--- config.mk ---
export PLATFORM = sky130hd
export DESIGN_NAME = alu_scheduler_flat
export DESIGN_NICKNAME = d
export VERILOG_FILES = /design/src/rtl/alu_scheduler_pkg.sv /design/src/rtl/alu_scheduler_if.sv /design/src/rtl/rr_arbiter.sv /design/src/rtl/alu_scheduler.sv /design/src/flat_wrapper.sv
export SDC_FILE = /design/constraint.sdc
export NUM_CORES = 1
export LEC_CHECK = 0
export CORE_AREA = 4 4 325 327
export DETAILED_ROUTE_END_ITERATION = 10
export DIE_AREA = 0 0 329 331
export SYNTH_ARGS = -nofsm -noshare
export SYNTH_HDL_FRONTEND = slang
export SYNTH_SLANG_ARGS = --single-unit
--- constraint.sdc ---
create_clock -name clk -period 10.62 [get_ports clk]
set_clock_uncertainty 0.05 [all_clocks]
set_input_delay 2.655 -clock clk [delete_from_list [all_inputs] [get_ports clk]]
set_output_delay 2.655 -clock clk [all_outputs]
set_load 0.1 [all_outputs]
--- src/rtl/alu_scheduler_pkg.sv ---
// ---------------------------------------------------------------------------
// alu_scheduler_pkg
//   Shared types for the ALU issue scheduler: machine word, ALU opcode and
//   control bundle, op latency classes, scheduler FSM states, default
//   latencies and the opcode -> latency-class decoder.
//   No ports (package).
// ---------------------------------------------------------------------------
package alu_scheduler_pkg;

   localparam int XLEN = 64;

   typedef logic [XLEN-1:0] memory_word_t;

   typedef enum logic [4:0] {
      ALU_ADD, ALU_SUB, ALU_SLL, ALU_SLT, ALU_XOR, ALU_SRL, ALU_SRA,
      ALU_OR, ALU_AND, ALU_BEQ, ALU_BNE, ALU_BLT, ALU_BGE,
      ALU_MUL, ALU_MULH, ALU_MULHU, ALU_MULHSU, ALU_MULW,
      ALU_DIV, ALU_DIVU, ALU_REM, ALU_REMU,
      ALU_DIVW, ALU_DIVUW, ALU_REMW, ALU_REMUW
   } aluop_e;

   // usign selects the unsigned flavour of compares (e.g. BLT -> BLTU).
   typedef struct packed {
      aluop_e aluop;
      logic   usign;
   } control_bits_t;

   typedef enum logic [1:0] {
      OPC_SINGLE,
      OPC_MUL,
      OPC_DIV
   } op_class_e;

   typedef enum logic {
      S_IDLE,
      S_EXEC
   } alu_sched_state_e;

   localparam int DEFAULT_MUL_LATENCY = 3;
   localparam int DEFAULT_DIV_LATENCY = 8;

   function automatic op_class_e op_class(input aluop_e aluop);
      case (aluop)
         ALU_DIV, ALU_DIVU, ALU_REM, ALU_REMU,
         ALU_DIVW, ALU_DIVUW, ALU_REMW, ALU_REMUW: op_class = OPC_DIV;
         ALU_MUL, ALU_MULH, ALU_MULHU, ALU_MULHSU,
         ALU_MULW:                                 op_class = OPC_MUL;
         default:                                  op_class = OPC_SINGLE;
      endcase
   endfunction

endpackage

--- src/rtl/alu_scheduler_if.sv ---
// ---------------------------------------------------------------------------
// alu_scheduler_if
//   Bundles every non-clock/reset signal of the scheduler.
//   modport master : the scheduler itself
//   modport slave  : the surroundings (requesters, ALU, result consumer)
//   Signals: flush; req_valid/req_ctrl/req_src_a/req_src_b/req_tag and the
//   one-hot grant; alu_ctrl/alu_src_a/alu_src_b toward the ALU and
//   alu_result/alu_take_branch back; res_valid/res_ready with
//   res_tag/res_value/res_take_branch.
//
//   Handshakes: a request transfers in the cycle grant[i] is high (grant is
//   only ever raised for a requester whose req_valid is high, and the
//   requester keeps req_* stable until then). A result transfers in the
//   cycle res_valid && res_ready; while res_valid is high and res_ready is
//   low the res_* payload holds still.
// ---------------------------------------------------------------------------
interface alu_scheduler_if
   import alu_scheduler_pkg::*;
#(
   parameter int NUM_REQ = 4,
   parameter int TAG_W   = 4
);

   logic                                flush;
   logic          [NUM_REQ-1:0]         req_valid;
   control_bits_t [NUM_REQ-1:0]         req_ctrl;
   memory_word_t  [NUM_REQ-1:0]         req_src_a;
   memory_word_t  [NUM_REQ-1:0]         req_src_b;
   logic          [NUM_REQ-1:0][TAG_W-1:0] req_tag;
   logic          [NUM_REQ-1:0]         grant;

   control_bits_t                       alu_ctrl;
   memory_word_t                        alu_src_a;
   memory_word_t                        alu_src_b;
   memory_word_t                        alu_result;
   logic                                alu_take_branch;

   logic                                res_valid;
   logic                                res_ready;
   logic          [TAG_W-1:0]           res_tag;
   memory_word_t                        res_value;
   logic                                res_take_branch;

   modport master (
      input  flush, req_valid, req_ctrl, req_src_a, req_src_b, req_tag,
      input  alu_result, alu_take_branch, res_ready,
      output grant, alu_ctrl, alu_src_a, alu_src_b,
      output res_valid, res_tag, res_value, res_take_branch
   );

   modport slave (
      output flush, req_valid, req_ctrl, req_src_a, req_src_b, req_tag,
      output alu_result, alu_take_branch, res_ready,
      input  grant, alu_ctrl, alu_src_a, alu_src_b,
      input  res_valid, res_tag, res_value, res_take_branch
   );

endinterface

--- src/rtl/rr_arbiter.sv ---
// ---------------------------------------------------------------------------
// rr_arbiter
//   Wrap-around priority picker: grants the lowest requesting index at or
//   above ptr, wrapping past N-1 back to 0. Purely combinational.
//   Ports: req (N requests), ptr (start index), enable (gate all grants),
//          gnt (one-hot grant), gnt_idx (binary index of gnt, 0 when none).
// ---------------------------------------------------------------------------
module rr_arbiter #(
   parameter int N = 4
) (
   input  logic [N-1:0]         req,
   input  logic [$clog2(N)-1:0] ptr,
   input  logic                 enable,
   output logic [N-1:0]         gnt,
   output logic [$clog2(N)-1:0] gnt_idx
);

   localparam int IDX_W = $clog2(N);

   logic             found;
   logic [IDX_W:0]   sum;
   logic [IDX_W-1:0] cand;

   // One extra bit on sum: ptr + offset peaks at 2N-2, then folds back below N.
   always_comb begin
      gnt     = '0;
      gnt_idx = '0;
      found   = 1'b0;
      sum     = '0;
      cand    = '0;
      for (int off = 0; off < N; off++) begin
         sum = {1'b0, ptr} + (IDX_W + 1)'(off);
         if (sum >= (IDX_W + 1)'(N)) begin
            sum = sum - (IDX_W + 1)'(N);
         end
         cand = sum[IDX_W-1:0];
         if (enable && !found && req[cand]) begin
            found     = 1'b1;
            gnt[cand] = 1'b1;
            gnt_idx   = cand;
         end
      end
   end

endmodule

--- src/rtl/alu_scheduler.sv ---
// ---------------------------------------------------------------------------
// alu_scheduler
//   Shares one combinational ALU among NUM_REQ requesters. Round-robin picks
//   a ready request, registers its operands/control toward the ALU, keeps the
//   ALU busy for the op's latency class, then captures the tagged result into
//   a registered result slot drained by a valid/ready consumer.
//   Ports: clk, reset_n (sync, active-low); bus (alu_scheduler_if.master);
//          dbg_state (FSM state), dbg_rr_ptr (round-robin start index).
// ---------------------------------------------------------------------------
module alu_scheduler
   import alu_scheduler_pkg::*;
#(
   parameter int NUM_REQ     = 4,
   parameter int TAG_W       = 4,
   parameter int MUL_LATENCY = DEFAULT_MUL_LATENCY,
   parameter int DIV_LATENCY = DEFAULT_DIV_LATENCY
) (
   input  logic                       clk,
   input  logic                       reset_n,
   alu_scheduler_if.master            bus,
   output alu_sched_state_e           dbg_state,
   output logic [$clog2(NUM_REQ)-1:0] dbg_rr_ptr
);

   localparam int IDX_W   = $clog2(NUM_REQ);
   localparam int MAX_LAT = (DIV_LATENCY > MUL_LATENCY) ? DIV_LATENCY : MUL_LATENCY;
   localparam int CNT_W   = (MAX_LAT > 1) ? $clog2(MAX_LAT) : 1;

   // count holds the remaining busy cycles minus one, so count==0 marks the
   // cycle whose ALU output gets captured.
   function automatic logic [CNT_W-1:0] busy_cycles(input op_class_e c);
      case (c)
         OPC_MUL: busy_cycles = CNT_W'(MUL_LATENCY - 1);
         OPC_DIV: busy_cycles = CNT_W'(DIV_LATENCY - 1);
         default: busy_cycles = '0;
      endcase
   endfunction

   alu_sched_state_e   state_q, state_d;
   logic [CNT_W-1:0]   count_q;
   logic [IDX_W-1:0]   rr_ptr_q;
   logic [TAG_W-1:0]   tag_q;

   logic               slot_free;
   logic               at_end;
   logic               can_issue;
   logic               capture;
   logic               issue;
   logic [NUM_REQ-1:0] gnt;
   logic [IDX_W-1:0]   gnt_idx;

   rr_arbiter #(.N(NUM_REQ)) u_arb (
      .req     (bus.req_valid),
      .ptr     (rr_ptr_q),
      .enable  (can_issue),
      .gnt     (gnt),
      .gnt_idx (gnt_idx)
   );

   assign issue      = |gnt;
   assign bus.grant  = gnt;
   assign dbg_rr_ptr = rr_ptr_q;

   // FSM: state register
   always_ff @(posedge clk) begin
      if (!reset_n) begin
         state_q <= S_IDLE;
      end else begin
         state_q <= state_d;
      end
   end

   // FSM: next state. A grant landing on the capture cycle keeps us in EXEC.
   always_comb begin
      state_d = state_q;
      if (bus.flush) begin
         state_d = S_IDLE;
      end else begin
         case (state_q)
            S_IDLE:  if (issue) state_d = S_EXEC;
            S_EXEC:  if (capture && !issue) state_d = S_IDLE;
            default: state_d = S_IDLE;
         endcase
      end
   end

   // FSM: outputs. The result slot is free when empty or draining this
   // cycle; a full, stalled slot blocks both capture and new grants.
   always_comb begin
      slot_free = !bus.res_valid || bus.res_ready;
      at_end    = (state_q == S_EXEC) && (count_q == '0);
      can_issue = ((state_q == S_IDLE) || at_end) && slot_free && !bus.flush;
      capture   = at_end && slot_free && !bus.flush;
      dbg_state = state_q;
   end

   // Busy counter
   always_ff @(posedge clk) begin
      if (!reset_n) begin
         count_q <= '0;
      end else if (bus.flush) begin
         count_q <= '0;
      end else if (issue) begin
         count_q <= busy_cycles(op_class(bus.req_ctrl[gnt_idx].aluop));
      end else if ((state_q == S_EXEC) && (count_q != '0)) begin
         count_q <= count_q - CNT_W'(1);
      end
   end

   // Round-robin pointer: moves past the winner, untouched otherwise.
   always_ff @(posedge clk) begin
      if (!reset_n) begin
         rr_ptr_q <= '0;
      end else if (issue) begin
         rr_ptr_q <= (gnt_idx == IDX_W'(NUM_REQ - 1)) ? '0 : gnt_idx + 1'b1;
      end
   end

   // ALU input registers and destination tag. They keep their last values
   // when idle so the ALU inputs do not toggle needlessly.
   always_ff @(posedge clk) begin
      if (!reset_n) begin
         bus.alu_ctrl  <= '0;
         bus.alu_src_a <= '0;
         bus.alu_src_b <= '0;
         tag_q         <= '0;
      end else if (issue) begin
         bus.alu_ctrl  <= bus.req_ctrl[gnt_idx];
         bus.alu_src_a <= bus.req_src_a[gnt_idx];
         bus.alu_src_b <= bus.req_src_b[gnt_idx];
         tag_q         <= bus.req_tag[gnt_idx];
      end
   end

   // Result slot. A capture coinciding with a drain overwrites in place.
   always_ff @(posedge clk) begin
      if (!reset_n) begin
         bus.res_valid       <= 1'b0;
         bus.res_tag         <= '0;
         bus.res_value       <= '0;
         bus.res_take_branch <= 1'b0;
      end else if (bus.flush) begin
         bus.res_valid <= 1'b0;
      end else if (capture) begin
         bus.res_valid       <= 1'b1;
         bus.res_tag         <= tag_q;
         bus.res_value       <= bus.alu_result;
         bus.res_take_branch <= bus.alu_take_branch;
      end else if (bus.res_valid && bus.res_ready) begin
         bus.res_valid <= 1'b0;
      end
   end

endmodule

--- src/flat_wrapper.sv ---
// flat-port wrapper written by rule: the top's interface ports become plain ports
module alu_scheduler_flat import alu_scheduler_pkg::*;
#(
   parameter int NUM_REQ     = 4,
   parameter int TAG_W       = 4,
   parameter int MUL_LATENCY = DEFAULT_MUL_LATENCY,
   parameter int DIV_LATENCY = DEFAULT_DIV_LATENCY
)
  (clk, reset_n, dbg_state, dbg_rr_ptr, bus_flush, bus_req_valid, bus_req_ctrl, bus_req_src_a, bus_req_src_b, bus_req_tag, bus_alu_result, bus_alu_take_branch, bus_res_ready, bus_grant, bus_alu_ctrl, bus_alu_src_a, bus_alu_src_b, bus_res_valid, bus_res_tag, bus_res_value, bus_res_take_branch);
  alu_scheduler_if #(.NUM_REQ(NUM_REQ), .TAG_W(TAG_W)) bus_i ();
  input  logic clk;
  input  logic reset_n;
  output alu_sched_state_e dbg_state;
  output logic [$clog2(NUM_REQ)-1:0] dbg_rr_ptr;
  input wire logic [$bits(bus_i.flush)-1:0] bus_flush;
  input wire logic [$bits(bus_i.req_valid)-1:0] bus_req_valid;
  input wire logic [$bits(bus_i.req_ctrl)-1:0] bus_req_ctrl;
  input wire logic [$bits(bus_i.req_src_a)-1:0] bus_req_src_a;
  input wire logic [$bits(bus_i.req_src_b)-1:0] bus_req_src_b;
  input wire logic [$bits(bus_i.req_tag)-1:0] bus_req_tag;
  input wire logic [$bits(bus_i.alu_result)-1:0] bus_alu_result;
  input wire logic [$bits(bus_i.alu_take_branch)-1:0] bus_alu_take_branch;
  input wire logic [$bits(bus_i.res_ready)-1:0] bus_res_ready;
  output wire logic [$bits(bus_i.grant)-1:0] bus_grant;
  output wire logic [$bits(bus_i.alu_ctrl)-1:0] bus_alu_ctrl;
  output wire logic [$bits(bus_i.alu_src_a)-1:0] bus_alu_src_a;
  output wire logic [$bits(bus_i.alu_src_b)-1:0] bus_alu_src_b;
  output wire logic [$bits(bus_i.res_valid)-1:0] bus_res_valid;
  output wire logic [$bits(bus_i.res_tag)-1:0] bus_res_tag;
  output wire logic [$bits(bus_i.res_value)-1:0] bus_res_value;
  output wire logic [$bits(bus_i.res_take_branch)-1:0] bus_res_take_branch;
  assign bus_i.flush = bus_flush;
  assign bus_i.req_valid = bus_req_valid;
  assign bus_i.req_ctrl = bus_req_ctrl;
  assign bus_i.req_src_a = bus_req_src_a;
  assign bus_i.req_src_b = bus_req_src_b;
  assign bus_i.req_tag = bus_req_tag;
  assign bus_i.alu_result = bus_alu_result;
  assign bus_i.alu_take_branch = bus_alu_take_branch;
  assign bus_i.res_ready = bus_res_ready;
  assign bus_grant = bus_i.grant;
  assign bus_alu_ctrl = bus_i.alu_ctrl;
  assign bus_alu_src_a = bus_i.alu_src_a;
  assign bus_alu_src_b = bus_i.alu_src_b;
  assign bus_res_valid = bus_i.res_valid;
  assign bus_res_tag = bus_i.res_tag;
  assign bus_res_value = bus_i.res_value;
  assign bus_res_take_branch = bus_i.res_take_branch;
  alu_scheduler #(.NUM_REQ(NUM_REQ), .TAG_W(TAG_W), .MUL_LATENCY(MUL_LATENCY), .DIV_LATENCY(DIV_LATENCY)) u_core (.clk(clk), .reset_n(reset_n), .bus(bus_i), .dbg_state(dbg_state), .dbg_rr_ptr(dbg_rr_ptr));
endmodule
==> flow_results.xml, run 1 <==
<?xml version="1.0" encoding="UTF-8"?>
<metrics>
  <group name="yosys">
    <metric name="synth-edff-count" unit="">0</metric>
    <metric name="synth_most_common_cell" unit="">sky130_fd_sc_hd__nand2_1</metric>
    <metric name="synthesis.instances" unit="">1924</metric>
    <metric name="async_flop_share" unit="%">0</metric>
    <metric name="netlist_top_cells_count" unit="">sky130_fd_sc_hd__nand2_1 (831), sky130_fd_sc_hd__nand3_1 (400), sky130_fd_sc_hd__dfxtp_1 (214), sky130_fd_sc_hd__a21boi_1 (131), sky130_fd_sc_hd__clkbuf_1 (97)</metric>
    <metric name="synthesis.area_per_instance" unit="µm²">6.504</metric>
    <metric name="ys_ff_latch" unit="">214</metric>
    <metric name="fraction_of_post_synthesis_cell_area_in_the_top_cell_type_by_area" unit="%">34.24</metric>
    <metric name="synth.yosys.seq_area_share" unit="%">34.24</metric>
    <metric name="synth_area_leaders" unit="">sky130_fd_sc_hd__dfxtp_1 (34%), sky130_fd_sc_hd__nand2_1 (25%), sky130_fd_sc_hd__nand3_1 (16%)</metric>
    <metric name="post-synth-top-area-cell" unit="">sky130_fd_sc_hd__dfxtp_1</metric>
    <metric name="synth_warnings" unit="">0</metric>
    <metric name="postSynth.topFlopCell" unit="">sky130_fd_sc_hd__dfxtp_1</metric>
    <metric name="mappedNetlistNets" unit="">2558</metric>
    <metric name="yosys.cell_types.count" unit="">51</metric>
    <metric name="syn-cell-area" unit="µm²">12510</metric>
  </group>
  <group name="layout">
    <metric name="register_area" unit="µm²">4284</metric>
    <metric name="fin_util" unit="%">22.53</metric>
    <metric name="n_fill_cell" unit="">11568</metric>
    <metric name="post_route_cells_drive_above_1_share" unit="%">3.597</metric>
    <metric name="area_of_the_multi_input_gates" unit="µm²">7546</metric>
    <metric name="areaGrowthSynthToFinish" unit="%">85.27</metric>
    <metric name="nNetsFinal" unit="">3280</metric>
  </group>
  <group name="setup_path">
    <metric name="worst-endpoint-required" unit="ps">7920</metric>
    <metric name="end_kind" unit="">output port</metric>
    <metric name="crit_path_start_kind" unit="">input pin</metric>
    <metric name="critical_path_type" unit="">in2out</metric>
    <metric name="worstPathMaxFanout" unit="">12</metric>
    <metric name="critical_path_arrival" unit="ps">6070</metric>
  </group>
  <group name="timing">
    <metric name="timing_max_transition_violations_final" unit="">0</metric>
    <metric name="timing.final.crit_period" unit="ps">8772</metric>
    <metric name="timing.slew.headroom" unit="%">22.37</metric>
    <metric name="finalSetupViolations" unit="">0</metric>
    <metric name="fin_ws" unit="ps">1848</metric>
    <metric name="fmax" unit="MHz">114.0</metric>
    <metric name="post-route-period-util" unit="%">82.60</metric>
    <metric name="grt_setup_unrepaired" unit="">no</metric>
    <metric name="tns" unit="ps">0</metric>
    <metric name="worstMarginPinSlew" unit="ps">1161</metric>
    <metric name="final-hold-violation-count" unit="">0</metric>
  </group>
  <group name="clocking">
    <metric name="postCtsSetupRepairBufs" unit="">0</metric>
    <metric name="resize_count_post_cts" unit="">0</metric>
    <metric name="clock_tree_from_tritoncts" unit="">done</metric>
    <metric name="clk_pin_slew_worst_paths" unit="ps">60</metric>
    <metric name="ctsHtreeMaxLevel" unit="">1</metric>
    <metric name="clock_buffer_count_from_cts" unit="">29</metric>
    <metric name="root_buffer" unit="">sky130_fd_sc_hd__clkbuf_16</metric>
    <metric name="cts.hold.buffers_added" unit="">0</metric>
    <metric name="maximum_count_of_clock_buffers_along_a_single_path" unit="">3</metric>
    <metric name="worst_skew_pair.late_latency" unit="ps">600</metric>
    <metric name="clock_sinks" unit="">214</metric>
  </group>
  <group name="global_route">
    <metric name="grt_antenna_before_repair" unit="">6</metric>
    <metric name="grt_first_pass_wirelength" unit="µm">105000</metric>
    <metric name="total_grt_usage" unit="%">12.99</metric>
    <metric name="via_count_of_the_first_global_routing_pass" unit="">15344</metric>
    <metric name="grt_max_degree" unit="">167</metric>
    <metric name="grt_remaining_overflow" unit="">0</metric>
  </group>
  <group name="power">
    <metric name="power.share.sequential" unit="%">18.0</metric>
    <metric name="cellPowerDensity" unit="nW/µm²">283.3</metric>
    <metric name="power.combinational.fraction" unit="%">65.2</metric>
    <metric name="ir_worst_vdd" unit="mV">0.2735</metric>
    <metric name="p_clk_share" unit="%">16.8</metric>
    <metric name="power.internal" unit="mW">2.796</metric>
    <metric name="p_leak" unit="nW">8.457</metric>
    <metric name="total_switching_power" unit="mW">3.773</metric>
    <metric name="switching_share" unit="%">57.44</metric>
  </group>
  <group name="drt">
    <metric name="vias" unit="">15922</metric>
    <metric name="avgViaCountPerCell" unit="">3.931</metric>
    <metric name="drt_iter0_markers" unit="">1026</metric>
    <metric name="wire_per_inst" unit="µm">19.07</metric>
    <metric name="drt_pass1_iterations" unit="">8</metric>
    <metric name="antenna_left" unit="">0</metric>
    <metric name="wl" unit="µm">77250</metric>
    <metric name="drc" unit="">0</metric>
  </group>
  <group name="place">
    <metric name="io_buffer_count" unit="">835</metric>
    <metric name="routabilityCongestion" unit="">0.8395</metric>
    <metric name="detailed_place_hpwl" unit="µm">60340</metric>
    <metric name="placement.setup.worst_slack" unit="ps">1859</metric>
  </group>
  <group name="floorplanning">
    <metric name="row_count" unit="">118</metric>
    <metric name="core_region_area" unit="µm²">102900</metric>
    <metric name="num_io_pins" unit="">836</metric>
    <metric name="fp.dieH" unit="µm">331</metric>
    <metric name="floorplan.die_area" unit="µm²">108900</metric>
    <metric name="initial_utilization" unit="%">12.16</metric>
    <metric name="die_width" unit="µm">329</metric>
  </group>
  <group name="job">
    <metric name="max_cap_viol_count" unit="">0</metric>
  </group>
  <group name="status">
    <metric name="status" unit="">complete, no violations</metric>
  </group>
  <group name="worst_hold_path">
    <metric name="holdCritPathClass" unit="">reg2reg</metric>
  </group>
</metrics>
==> worst max-delay path, cell delays in order <==
cell and delay, ps:
sky130_fd_sc_hd__clkdlybuf4s50_1 680, sky130_fd_sc_hd__or3b_1 380, sky130_fd_sc_hd__a21oi_1 160, sky130_fd_sc_hd__a22oi_1 80, sky130_fd_sc_hd__o21ai_0 450, sky130_fd_sc_hd__nand2_1 120, sky130_fd_sc_hd__a21oi_1 290, sky130_fd_sc_hd__clkdlybuf4s50_1 1240
==> through the flow <==
stage               power [mW]  hold WS [ps]  cell area, µm²  cells
floorplan                4.158         385.3           12510   1924
global placement         5.489         389.9           22120   3995
detailed placement       5.503         393.7           22120   3995
CTS                      6.646         402.6           23180   4049
global route             6.919         408.5           23180   4049
finish                   6.569         399.7           23180   4050
==> cell type report <==
class	count	area share (%)
diodes	1	0.01079
clock buffers	37	3.432
clock inverters	17	1.133
inverters	9	0.1457
multi-input cells	1536	32.55
flip-flops and latches	214	18.48
well taps	1380	7.448
repair buffers	856	36.80
==> power groups by stage <==
stage	combinational [mW]	sequential (mW)	clock (mW)
final	4.28	1.18	1.10
after global placement	4.30	1.19	0
after detailed placement	4.30	1.20	0
after floorplan	1.37	2.79	0
after CTS	4.31	1.19	1.15
after global routing	4.53	1.22	1.17
==> final timing paths <==
path / startpoint / to / slack (ps) / cells past startpoint
max reg2reg: u_core.dbg_rr_ptr[0] / u_core.bus.alu_src_a[8] / 5560 / 12
min reg2reg: u_core.bus.alu_src_a[47] / u_core.bus.alu_src_a[47] / 400 / 2
min: u_core.bus.alu_src_a[47] / u_core.bus.alu_src_a[47] / 400 / 2
max: bus_req_valid[2] / bus_grant[1] / 1850 / 8
==> cell usage in the layout, fill, tap and decap left out, types with 3 or more instances in the layout <==
cell type / n
sky130_fd_sc_hd__nand2b_1: 5
sky130_fd_sc_hd__nand4_1: 3
sky130_fd_sc_hd__mux4_2: 3
sky130_fd_sc_hd__buf_12: 3
sky130_fd_sc_hd__o21ai_0: 3
sky130_fd_sc_hd__ha_1: 9
sky130_fd_sc_hd__a222oi_1: 4
sky130_fd_sc_hd__a22oi_1: 3
sky130_fd_sc_hd__inv_1: 8
sky130_fd_sc_hd__a21oi_1: 17
sky130_fd_sc_hd__mux2i_1: 6
sky130_fd_sc_hd__nand3_1: 400
sky130_fd_sc_hd__dfxtp_1: 214
sky130_fd_sc_hd__buf_4: 27
sky130_fd_sc_hd__nor3_1: 3
sky130_fd_sc_hd__clkbuf_8: 4
sky130_fd_sc_hd__nor2_1: 4
sky130_fd_sc_hd__clkdlybuf4s50_1: 825
sky130_fd_sc_hd__and3_1: 3
sky130_fd_sc_hd__bufinv_16: 6
sky130_fd_sc_hd__clkbuf_1: 4
sky130_fd_sc_hd__nand2_1: 831
sky130_fd_sc_hd__clkinv_2: 6
sky130_fd_sc_hd__clkbuf_16: 29
sky130_fd_sc_hd__a21boi_0: 77
sky130_fd_sc_hd__a21boi_1: 131
==> state kept, by name, summed over array words and instances, names as in the netlist, 2 cells and up <==
signal,count
u_core.bus.alu_src_a,64
u_core.bus.alu_src_b,64
u_core.bus.res_value,64
u_core.bus.alu_ctrl,6
u_core.bus.res_tag,4
u_core.tag_q,4
u_core.count_q,3
u_core.dbg_rr_ptr,2
==> cell families after synthesis <==
group | count (synthesis) | share of synthesized area (%)
simple gates | 1258 | 42.27
compound gates | 257 | 15.37
flops | 214 | 34.24
buf+inv | 174 | 5.959
mux | 11 | 1.200
fa+ha+maj | 9 | 0.8999
xor+xnor | 1 | 0.07001
==> routing by layer <==
| metal | track usage, % | vias up | wire length [µm] | share of wire, % |
|---|---|---|---|---|
| li1 | - | 7811 | - | - |
| met1 | 16.15 | 7348 | 32070 | 42 |
| met2 | 21.50 | 661 | 35560 | 46 |
| met3 | 3.706 | 100 | 6930 | 9.0 |
| met4 | 4.504 | 2 | 2667 | 3.5 |
| met5 | 0 | - | 13 | 0.017 |
Power figures use the tool's default switching activity.
==> run 2: changes to the inputs <==
--- a/config.mk
+++ b/config.mk
@@ -5,9 +5,9 @@
 export SDC_FILE = /design/constraint.sdc
 export NUM_CORES = 1
 export LEC_CHECK = 0
-export CORE_AREA = 4 4 325 327
+export CORE_AREA = 4 4 327 329
 export DETAILED_ROUTE_END_ITERATION = 10
-export DIE_AREA = 0 0 329 331
+export DIE_AREA = 0 0 331 333
 export SYNTH_ARGS = -nofsm -noshare
 export SYNTH_HDL_FRONTEND = slang
 export SYNTH_SLANG_ARGS = --single-unit
==> constraint.sdc (replaced) <==
create_clock -name clk -period 7.8 [get_ports clk]
set_clock_uncertainty 0.05 [all_clocks]
set_input_delay 1.95 -clock clk [delete_from_list [all_inputs] [get_ports clk]]
set_output_delay 1.95 -clock clk [all_outputs]
set_load 0.1 [all_outputs]
==> run 2 against run 1 <==
Combinational power increased by 36%; power increased by 34%; sequential cell count unchanged; largest cell class unchanged; clock-buffer cell count decreased by 2; final area decreased by 0.27%.
==> flow_results.xml, run 2 (synthesized netlist as in run 1, its figures left out) <==
<?xml version="1.0" encoding="UTF-8"?>
<metrics>
  <group name="timing">
    <metric name="final-hold-violation-count" unit="">0</metric>
    <metric name="timing_max_transition_violations_final" unit="">0</metric>
    <metric name="fmax" unit="MHz">152.5</metric>
    <metric name="timing.final.crit_period" unit="ps">6556</metric>
    <metric name="tns" unit="ps">0</metric>
    <metric name="grt_setup_unrepaired" unit="">no</metric>
    <metric name="worstMarginPinSlew" unit="ps">1222</metric>
    <metric name="finalSetupViolations" unit="">0</metric>
    <metric name="fin_ws" unit="ps">1244</metric>
    <metric name="post-route-period-util" unit="%">84.05</metric>
    <metric name="timing.slew.headroom" unit="%">18.16</metric>
  </group>
  <group name="drt">
    <metric name="vias" unit="">15972</metric>
    <metric name="drc" unit="">0</metric>
    <metric name="wire_per_inst" unit="µm">19.50</metric>
    <metric name="drt_iter0_markers" unit="">942</metric>
    <metric name="wl" unit="µm">79130</metric>
    <metric name="antenna_left" unit="">0</metric>
    <metric name="drt_pass1_iterations" unit="">5</metric>
    <metric name="avgViaCountPerCell" unit="">3.936</metric>
  </group>
  <group name="status">
    <metric name="status" unit="">complete, no violations</metric>
  </group>
  <group name="setup_path">
    <metric name="cpMaxStageDelayCell" unit="">sky130_fd_sc_hd__clkdlybuf4s50_1</metric>
    <metric name="critical_path_arrival" unit="ps">4560</metric>
    <metric name="critical_path_type" unit="">in2out</metric>
    <metric name="path_common_cell" unit="">sky130_fd_sc_hd__a21oi_1</metric>
    <metric name="worst-endpoint-required" unit="ps">5800</metric>
    <metric name="crit_path_start_kind" unit="">input pin</metric>
    <metric name="critical_path_cell_list" unit="">clkdlybuf4s50_1, or3b_1, a21oi_1, a22oi_1, o21ai_0, nand2_1, a21oi_1, buf_4</metric>
    <metric name="crit_path_largest_cell_delay" unit="ps">690</metric>
    <metric name="end_kind" unit="">output port</metric>
    <metric name="worstPathMaxFanout" unit="">12</metric>
  </group>
  <group name="global_route">
    <metric name="grt_max_degree" unit="">150</metric>
    <metric name="grt_first_pass_wirelength" unit="µm">106900</metric>
    <metric name="via_count_of_the_first_global_routing_pass" unit="">15064</metric>
    <metric name="grt_remaining_overflow" unit="">0</metric>
    <metric name="total_grt_usage" unit="%">13.17</metric>
    <metric name="grt_antenna_before_repair" unit="">20</metric>
  </group>
  <group name="layout">
    <metric name="reg_top3" unit="">u_core.bus.alu_src_a (64), u_core.bus.alu_src_b (64), u_core.bus.res_value (64)</metric>
    <metric name="post_route_cells_drive_above_1_share" unit="%">3.975</metric>
    <metric name="layout_common_cells" unit="">sky130_fd_sc_hd__nand2_1 (831), sky130_fd_sc_hd__clkdlybuf4s50_1 (817), sky130_fd_sc_hd__nand3_1 (400)</metric>
    <metric name="areaGrowthSynthToFinish" unit="%">84.77</metric>
    <metric name="n_fill_cell" unit="">11642</metric>
    <metric name="register_area" unit="µm²">4284</metric>
    <metric name="most_common_cell_after_layout_fill_and_taps_aside" unit="">sky130_fd_sc_hd__nand2_1</metric>
    <metric name="area_of_the_multi_input_gates" unit="µm²">7546</metric>
    <metric name="nNetsFinal" unit="">3279</metric>
    <metric name="fin_util" unit="%">22.34</metric>
  </group>
  <group name="floorplanning">
    <metric name="floorplan.die_area" unit="µm²">110200</metric>
    <metric name="num_io_pins" unit="">836</metric>
    <metric name="row_count" unit="">118</metric>
    <metric name="core_region_area" unit="µm²">103500</metric>
    <metric name="die_width" unit="µm">331</metric>
    <metric name="initial_utilization" unit="%">12.09</metric>
    <metric name="fp.dieH" unit="µm">333</metric>
  </group>
  <group name="clocking">
    <metric name="worst_skew_pair.late_latency" unit="ps">600</metric>
    <metric name="cts.hold.buffers_added" unit="">0</metric>
    <metric name="postCtsSetupRepairBufs" unit="">0</metric>
    <metric name="clock_buffer_count_from_cts" unit="">29</metric>
    <metric name="clock_tree_from_tritoncts" unit="">done</metric>
    <metric name="clock_sinks" unit="">214</metric>
    <metric name="clk_pin_slew_worst_paths" unit="ps">60</metric>
    <metric name="root_buffer" unit="">sky130_fd_sc_hd__clkbuf_16</metric>
    <metric name="resize_count_post_cts" unit="">0</metric>
    <metric name="ctsHtreeMaxLevel" unit="">1</metric>
    <metric name="maximum_count_of_clock_buffers_along_a_single_path" unit="">3</metric>
  </group>
  <group name="place">
    <metric name="placement.setup.worst_slack" unit="ps">1247</metric>
    <metric name="detailed_place_hpwl" unit="µm">62380</metric>
    <metric name="routabilityCongestion" unit="">0.8627</metric>
    <metric name="io_buffer_count" unit="">835</metric>
  </group>
  <group name="worst_hold_path">
    <metric name="holdCritPathClass" unit="">reg2reg</metric>
  </group>
  <group name="power">
    <metric name="p_leak" unit="nW">8.440</metric>
    <metric name="cellPowerDensity" unit="nW/µm²">380.2</metric>
    <metric name="ir_worst_vdd" unit="mV">0.3062</metric>
  </group>
  <group name="job">
    <metric name="max_cap_viol_count" unit="">0</metric>
  </group>
</metrics>
==> run 2: cell types whose count changed in the layout (fill, tap and decap cells not counted), sizes merged <==
cell | previous run | this run
clkdlybuf4s50 | 825 | 817
buf | 31 | 38
clkinv | 9 | 13
diode | 1 | 11
bufinv | 6 | 1
clkbuf | 37 | 35
clkinvlp | 2 | 4
==> run 2: area by class of cell <==
type	instances	share of cell area [%]
Timing Repair Buffer	855	37.00
Sequential cell	214	18.53
Clock inverter	18	0.6061
Multi-Input combinational cell	1536	32.64
Inverter	9	0.1461
Clock buffer	35	3.496
Tap cell	1380	7.468
Antenna cell	11	0.1191
==> run 2: routing by layer <==
metal / share of wire, % / GRT usage [%] / wire, µm
met3: 8.6 / 3.532 / 6811
met2: 47 / 22.19 / 37230
met4: 4.1 / 5.782 / 3272
met5: 0.070 / 0 / 55
met1: 40 / 15.66 / 31760
==> run 2: report_power, final <==
| part | total, mW | internal (mW) | switching, mW |
|---|---|---|---|
| clock | 1.35 | 0.769 | 0.583 |
| combinational | 5.83 | 1.49 | 4.34 |
| sequential | 1.61 | 1.42 | 0.190 |
==> run 2: worst max-delay path, delay by kind of cell <==
family	cells	cell delay, ps
AO/OA/AOI/OAI	4	1040
buffers and inverters	2	1050
AND/OR/NAND/NOR	2	500
==> run 2: path summary, 6_finish.rpt <==
kind | to | depth (start not counted) | slack [ps] | startpoint
worst min register to register | u_core.bus.alu_src_b[12] | 2 | 400 | u_core.bus.alu_src_b[12]
worst max-delay path | bus_grant[2] | 8 | 1240 | bus_req_valid[2]
worst min-delay path | u_core.bus.alu_src_b[12] | 2 | 400 | u_core.bus.alu_src_b[12]
worst max register to register | u_core.bus.alu_src_a[39] | 11 | 2910 | u_core.dbg_rr_ptr[0]
==> run 2: stage by stage <==
stage | area [µm²] | power (mW) | instances | hold slack (ps)
after CTS | 23090 | 8.923 | 4047 | 402.4
final | 23120 | 8.791 | 4058 | 400.6
after detailed placement | 22150 | 7.504 | 3994 | 394.0
after global placement | 22150 | 7.483 | 3994 | 389.2
after global routing | 23120 | 9.265 | 4056 | 415.8
after floorplan | 12510 | 5.661 | 1924 | 385.3
